**config.mk**
```make
export PLATFORM = sky130hd
export DESIGN_NAME = lnrv_exu_alu_arbt
export DESIGN_NICKNAME = d
export VERILOG_FILES = /design/src/rtl/lnrv_exu_alu_arbt_pkg.sv /design/src/rtl/lnrv_exu_alu_arbt_pick.sv /design/src/rtl/lnrv_exu_alu_arbt.sv
export SDC_FILE = /design/constraint.sdc
export NUM_CORES = 1
export LEC_CHECK = 0
export BUFFER_PORTS_ARGS = -buffer_cell sky130_fd_sc_hd__buf_4
export CAP_MARGIN = 5
export CORE_AREA = 2 2 188 190
export DETAILED_ROUTE_END_ITERATION = 16
export DIE_AREA = 0 0 190 192
export PLACE_DENSITY = 0.42
export REMOVE_ABC_BUFFERS = 1
export SYNTH_ARGS = -nofsm -noshare
export SYNTH_HDL_FRONTEND = slang
export SYNTH_HIERARCHICAL = 1
export SYNTH_SLANG_ARGS = --single-unit
```
**constraint.sdc**
```tcl
create_clock -name clk -period 2.32 [get_ports clk]
set_clock_uncertainty 0.1 [all_clocks]
set_input_delay 0.464 -clock clk [delete_from_list [all_inputs] [get_ports clk]]
set_output_delay 0.464 -clock clk [all_outputs]
set_load 0.02 [all_outputs]
```
**src/rtl/lnrv_exu_alu_arbt_pkg.sv**
```systemverilog
// Shared types and constants for the EXU ALU arbiter.
// Optional macro LNRV_ALU_ARBT_RR_EN selects round-robin instead of fixed priority.
package lnrv_exu_alu_arbt_pkg;

    localparam int ALU_OP_BUS_WIDTH = 16;

    typedef enum logic [1:0] {
        ALU_ARBT_IDLE  = 2'd0,
        ALU_ARBT_ISSUE = 2'd1,
        ALU_ARBT_WAIT  = 2'd2
    } alu_arbt_state_e;

    localparam logic [1:0] ALU_REQ_RGLR = 2'd0;
    localparam logic [1:0] ALU_REQ_BRCH = 2'd1;
    localparam logic [1:0] ALU_REQ_CSR  = 2'd2;
    localparam logic [1:0] ALU_REQ_LSU  = 2'd3;

endpackage

```
**src/rtl/lnrv_exu_alu_arbt_pick.sv**
```systemverilog
// Combinational 4-way picker: one-hot grant plus index.
// LNRV_ALU_ARBT_RR_EN: scan from ptr+1; otherwise fixed priority 0 > 1 > 2 > 3.
module lnrv_exu_alu_arbt_pick
    import lnrv_exu_alu_arbt_pkg::*;
(
    input  logic [3:0] req_vld,
    input  logic [1:0] ptr,
    output logic [3:0] gnt,
    output logic [1:0] idx
);

    logic       found;
    logic [1:0] cand;

`ifdef LNRV_ALU_ARBT_RR_EN
    always_comb begin
        gnt   = '0;
        idx   = '0;
        found = 1'b0;
        cand  = '0;
        for (int k = 1; k <= 4; k++) begin
            cand = ptr + 2'(k);
            if (!found && req_vld[cand]) begin
                gnt[cand] = 1'b1;
                idx       = cand;
                found     = 1'b1;
            end
        end
    end
`else
    logic unused_ptr;
    assign unused_ptr = ^ptr;

    always_comb begin
        gnt   = '0;
        idx   = '0;
        found = 1'b0;
        cand  = '0;
        for (int k = 0; k < 4; k++) begin
            cand = 2'(k);
            if (!found && req_vld[cand]) begin
                gnt[cand] = 1'b1;
                idx       = cand;
                found     = 1'b1;
            end
        end
    end
`endif

endmodule

```
**src/rtl/lnrv_exu_alu_arbt.sv**
```systemverilog
// Lockable handshaked arbiter sharing the EXU ALU between rglr/brch/csr/lsu.
// LNRV_ALU_ARBT_RR_EN enables round-robin arbitration (default: fixed priority).
module lnrv_exu_alu_arbt
    import lnrv_exu_alu_arbt_pkg::*;
#(
    parameter int OPW  = ALU_OP_BUS_WIDTH,
    parameter int DW   = 32,
    parameter int NREQ = 4
) (
    input  logic                 clk,
    input  logic                 rst_n,
    input  logic                 flush,
    input  logic [NREQ-1:0]      req_vld,
    output logic [NREQ-1:0]      req_rdy,
    input  logic [NREQ*OPW-1:0]  req_op_bus,
    input  logic [NREQ*DW-1:0]   req_in1,
    input  logic [NREQ*DW-1:0]   req_in2,
    output logic [NREQ-1:0]      rsp_vld,
    input  logic [NREQ-1:0]      rsp_rdy,
    output logic [DW-1:0]        rsp_res,
    output logic                 alu_op_vld,
    input  logic                 alu_op_rdy,
    output logic [OPW-1:0]       alu_op_bus,
    output logic [DW-1:0]        alu_in1,
    output logic [DW-1:0]        alu_in2,
    input  logic                 alu_rsp_vld,
    output logic                 alu_rsp_rdy,
    input  logic [DW-1:0]        alu_rsp_res,
    output logic                 busy
);

    alu_arbt_state_e state_q, state_d;
    logic [1:0]      gnt_idx_q, gnt_idx_d;
    logic            flushed_q, flushed_d;
    logic [OPW-1:0]  op_q, op_d;
    logic [DW-1:0]   in1_q, in1_d;
    logic [DW-1:0]   in2_q, in2_d;
    logic            grant;
    logic            rsp_ack;
    logic [1:0]      ptr;
    logic [3:0]      pick_gnt;
    logic [1:0]      pick_idx;

    lnrv_exu_alu_arbt_pick u_pick (
        .req_vld (req_vld),
        .ptr     (ptr),
        .gnt     (pick_gnt),
        .idx     (pick_idx)
    );

`ifdef LNRV_ALU_ARBT_RR_EN
    logic [1:0] rr_ptr_q, rr_ptr_d;

    assign rr_ptr_d = grant ? pick_idx : rr_ptr_q;
    assign ptr      = rr_ptr_q;

    // Reset to 3 so requester 0 is scanned first.
    always_ff @(posedge clk or negedge rst_n) begin
        if (!rst_n) rr_ptr_q <= 2'd3;
        else        rr_ptr_q <= rr_ptr_d;
    end
`else
    assign ptr = 2'd3;
`endif

    always_comb begin
        state_d     = state_q;
        gnt_idx_d   = gnt_idx_q;
        flushed_d   = flushed_q;
        op_d        = op_q;
        in1_d       = in1_q;
        in2_d       = in2_q;
        grant       = 1'b0;
        rsp_ack     = 1'b0;
        req_rdy     = '0;
        rsp_vld     = '0;
        alu_rsp_rdy = 1'b0;
        case (state_q)
            ALU_ARBT_IDLE: begin
                // rst_n gate keeps req_rdy low while reset is held.
                if (rst_n && !flush && (|req_vld)) begin
                    grant     = 1'b1;
                    req_rdy   = pick_gnt;
                    gnt_idx_d = pick_idx;
                    flushed_d = 1'b0;
                    op_d      = req_op_bus[pick_idx*OPW +: OPW];
                    in1_d     = req_in1[pick_idx*DW +: DW];
                    in2_d     = req_in2[pick_idx*DW +: DW];
                    state_d   = ALU_ARBT_ISSUE;
                end
            end
            ALU_ARBT_ISSUE: begin
                if (flush)      flushed_d = 1'b1;
                if (alu_op_rdy) state_d   = ALU_ARBT_WAIT;
            end
            ALU_ARBT_WAIT: begin
                if (flush) flushed_d = 1'b1;
                rsp_ack     = flushed_q | flush | rsp_rdy[gnt_idx_q];
                alu_rsp_rdy = rsp_ack;
                if (alu_rsp_vld && !flushed_q && !flush) rsp_vld[gnt_idx_q] = 1'b1;
                if (alu_rsp_vld && rsp_ack) state_d = ALU_ARBT_IDLE;
            end
            default: state_d = ALU_ARBT_IDLE;
        endcase
    end

    always_ff @(posedge clk or negedge rst_n) begin
        if (!rst_n) begin
            state_q   <= ALU_ARBT_IDLE;
            gnt_idx_q <= '0;
            flushed_q <= 1'b0;
            op_q      <= '0;
            in1_q     <= '0;
            in2_q     <= '0;
        end else begin
            state_q   <= state_d;
            gnt_idx_q <= gnt_idx_d;
            flushed_q <= flushed_d;
            op_q      <= op_d;
            in1_q     <= in1_d;
            in2_q     <= in2_d;
        end
    end

    assign alu_op_vld = (state_q == ALU_ARBT_ISSUE);
    assign alu_op_bus = op_q;
    assign alu_in1    = in1_q;
    assign alu_in2    = in2_q;
    assign rsp_res    = alu_rsp_res;
    assign busy       = (state_q != ALU_ARBT_IDLE);

endmodule

```
==> flow_summary.yaml <==
yosys:
  yosysWarnings: 6
  netlist_area_sq_um: 5980
  syn_avg_cell_area_sq_um: 17.0
  syn_inst: 352
sta:
  worst_hold_slack_ns: 0.125
  period_minus_slack_ns: 2.28
  fin_tns_setup_ns: 0
  max_freq_ghz: 0.439
  rsz0062_at_grt: "no"
  setup_viol_count_final: 0
  slew_viol_final: 0
  tightest_slew_ns: 0.617
  post-route-period-util_pct: 98.3
  maxSlewHeadroom_pct: 58.9
  fin_ws_ns: 0.0397
  hold_violations: 0
setup_path:
  cp_common_cell: "buf_4"
  cp-end-kind: "primary output"
  required_ns: 1.76
  cp_top_family: "simple AND/OR/NAND/NOR gates"
  startpoint: "req_vld[0]"
  critPathLaunchType: "input port"
  crit_type: "in -> out"
  critPathSlowestCell: "or4_4"
  cp_slowest_stage_delay_ns: 0.51
  cp_max_fo: 7
  path_cells: "buf_4, or4_4, and3b_4, and3_2, buf_4"
  crit_arrival_ns: 1.72
  r2r_start: "gnt_idx_q[0]"
  worstPathBufferInverterCount: 2
final_layout:
  drive_gt1_share_pct: 85.3
  fin_cells: 1238
  area_growth_pct: 69.1
  stdcell_area_sq_um: 10100
  final_nets: 1146
  final_util_pct: 29.5
  final_cell_mix: "461 x buf_4, 85 x dfrtp_1, 80 x mux4_2, 80 x mux2_4, 13 x buf_12"
  final_common_cell: "buf_4"
global_routing:
  grt_overflow: 0
  antenna_found_initial: 1
  grt_max_degree: 45
  grt_pass1_vias: 5595
  grt_usage_pct: 13.6
  grt_pass1_wl_mm: 35.9
clock_network:
  ctsHoldBuffers: 0
  clk_latency_ns: 0.35
  cts_tree: "yes"
  cts.sinks: 85
  clk_pin_slew_ns: 0.07
  cts_buffers: 9
  cts_max_path_buffers: 2
  htree_levels: 3
  clk_root_buffer_cell: "clkbuf_16"
detailed_routing:
  vias: 4954
  route.detailed.wl_per_inst_um: 20.5
  via_per_inst: 4.00
  drt_iter0_drc: 114
  wl_met1_mm: 9.93
  met2_wirelength_mm: 12.2
  finalWirelength_mm: 25.3
  routed.top_layer: "met4"
  dr_wl_met3_mm: 2.86
  first_pass_iters: 4
  drc_errors: 0
  ant_nets: 0
die:
  die_w_um: 190
  start_util_pct: 17.5
  pin_count: 488
  num_rows: 68
  die_h_um: 192
  coreArea_sq_um: 34300
  dieArea_sq_um: 36500
place:
  gp_congestion: 0.756
  place_area_sq_um: 9790
  portBuffers: 423
  pre_cts_ws_ns: -0.0391
  dp.cells: 1220
  detailed_place_hpwl_mm: 21.4
power:
  power_density_nw_per_um2: 913
  power.total_mw: 9.24
  power_leakage_nw: 4.89
  peakVddDrop_uv: 343
job:
  drv_cap: 0
outcome:
  status: "finished, final reports clean"
worst_hold_path:
  hp-class: "in -> async"
routing by layer:
| metal | track usage, % | vias up |
|---|---|---|
| met1 | 16.2 | 2445 |
| met5 | 0 | - |
| met4 | 3.67 | 0 |
| li1 | - | 2214 |
| met2 | 21.8 | 274 |
| met3 | 6.74 | 21 |
flip-flops by register name (all words and copies together) (netlist names):
register	flops
alu_in1	32
alu_in2	32
alu_op_bus	16
gnt_idx_q	2
state_q	2
flushed_q	1
where the power goes:
part | leakage (nW) | internal, mW | total (mW) | switching (mW)
Combinational | 3.72 | 2.79 | 4.89 | 2.10
Sequential | 1.01 | 2.24 | 2.75 | 0.510
Clock | 0.152 | 0.924 | 1.59 | 0.669
Total | 4.89 | 5.95 | 9.24 | 3.28
path summary, 6_finish.rpt:
kind                            depth (start not counted)     endpoint  slack (ns)
max in group asynchronous                               2  alu_in2[23]        1.54
worst min-delay path                                    2  alu_in2[22]        0.12
worst max register to register                          4   state_q[1]        0.52
min in group clk                                        3    flushed_q        0.34
worst max-delay path                                    5   req_rdy[2]        0.04
worst min register to register                          1   alu_in1[6]        0.41
what timing repair did:
action	4_1_cts	5_1_grt
setup endpoints to repair	0	7
resized for setup	0	3
setup buffers	0	1
area by class of cell:
class	instances	area, sq um
fillers	3582	24200
clock buffers	13	270
well taps	455	569
multi-input cells	201	3360
flip-flops and latches	85	2130
repair buffers	474	3720
clock inverters	3	42.5
inverters	6	22.5
diodes	1	2.50
Power figures use the tool's default switching activity.
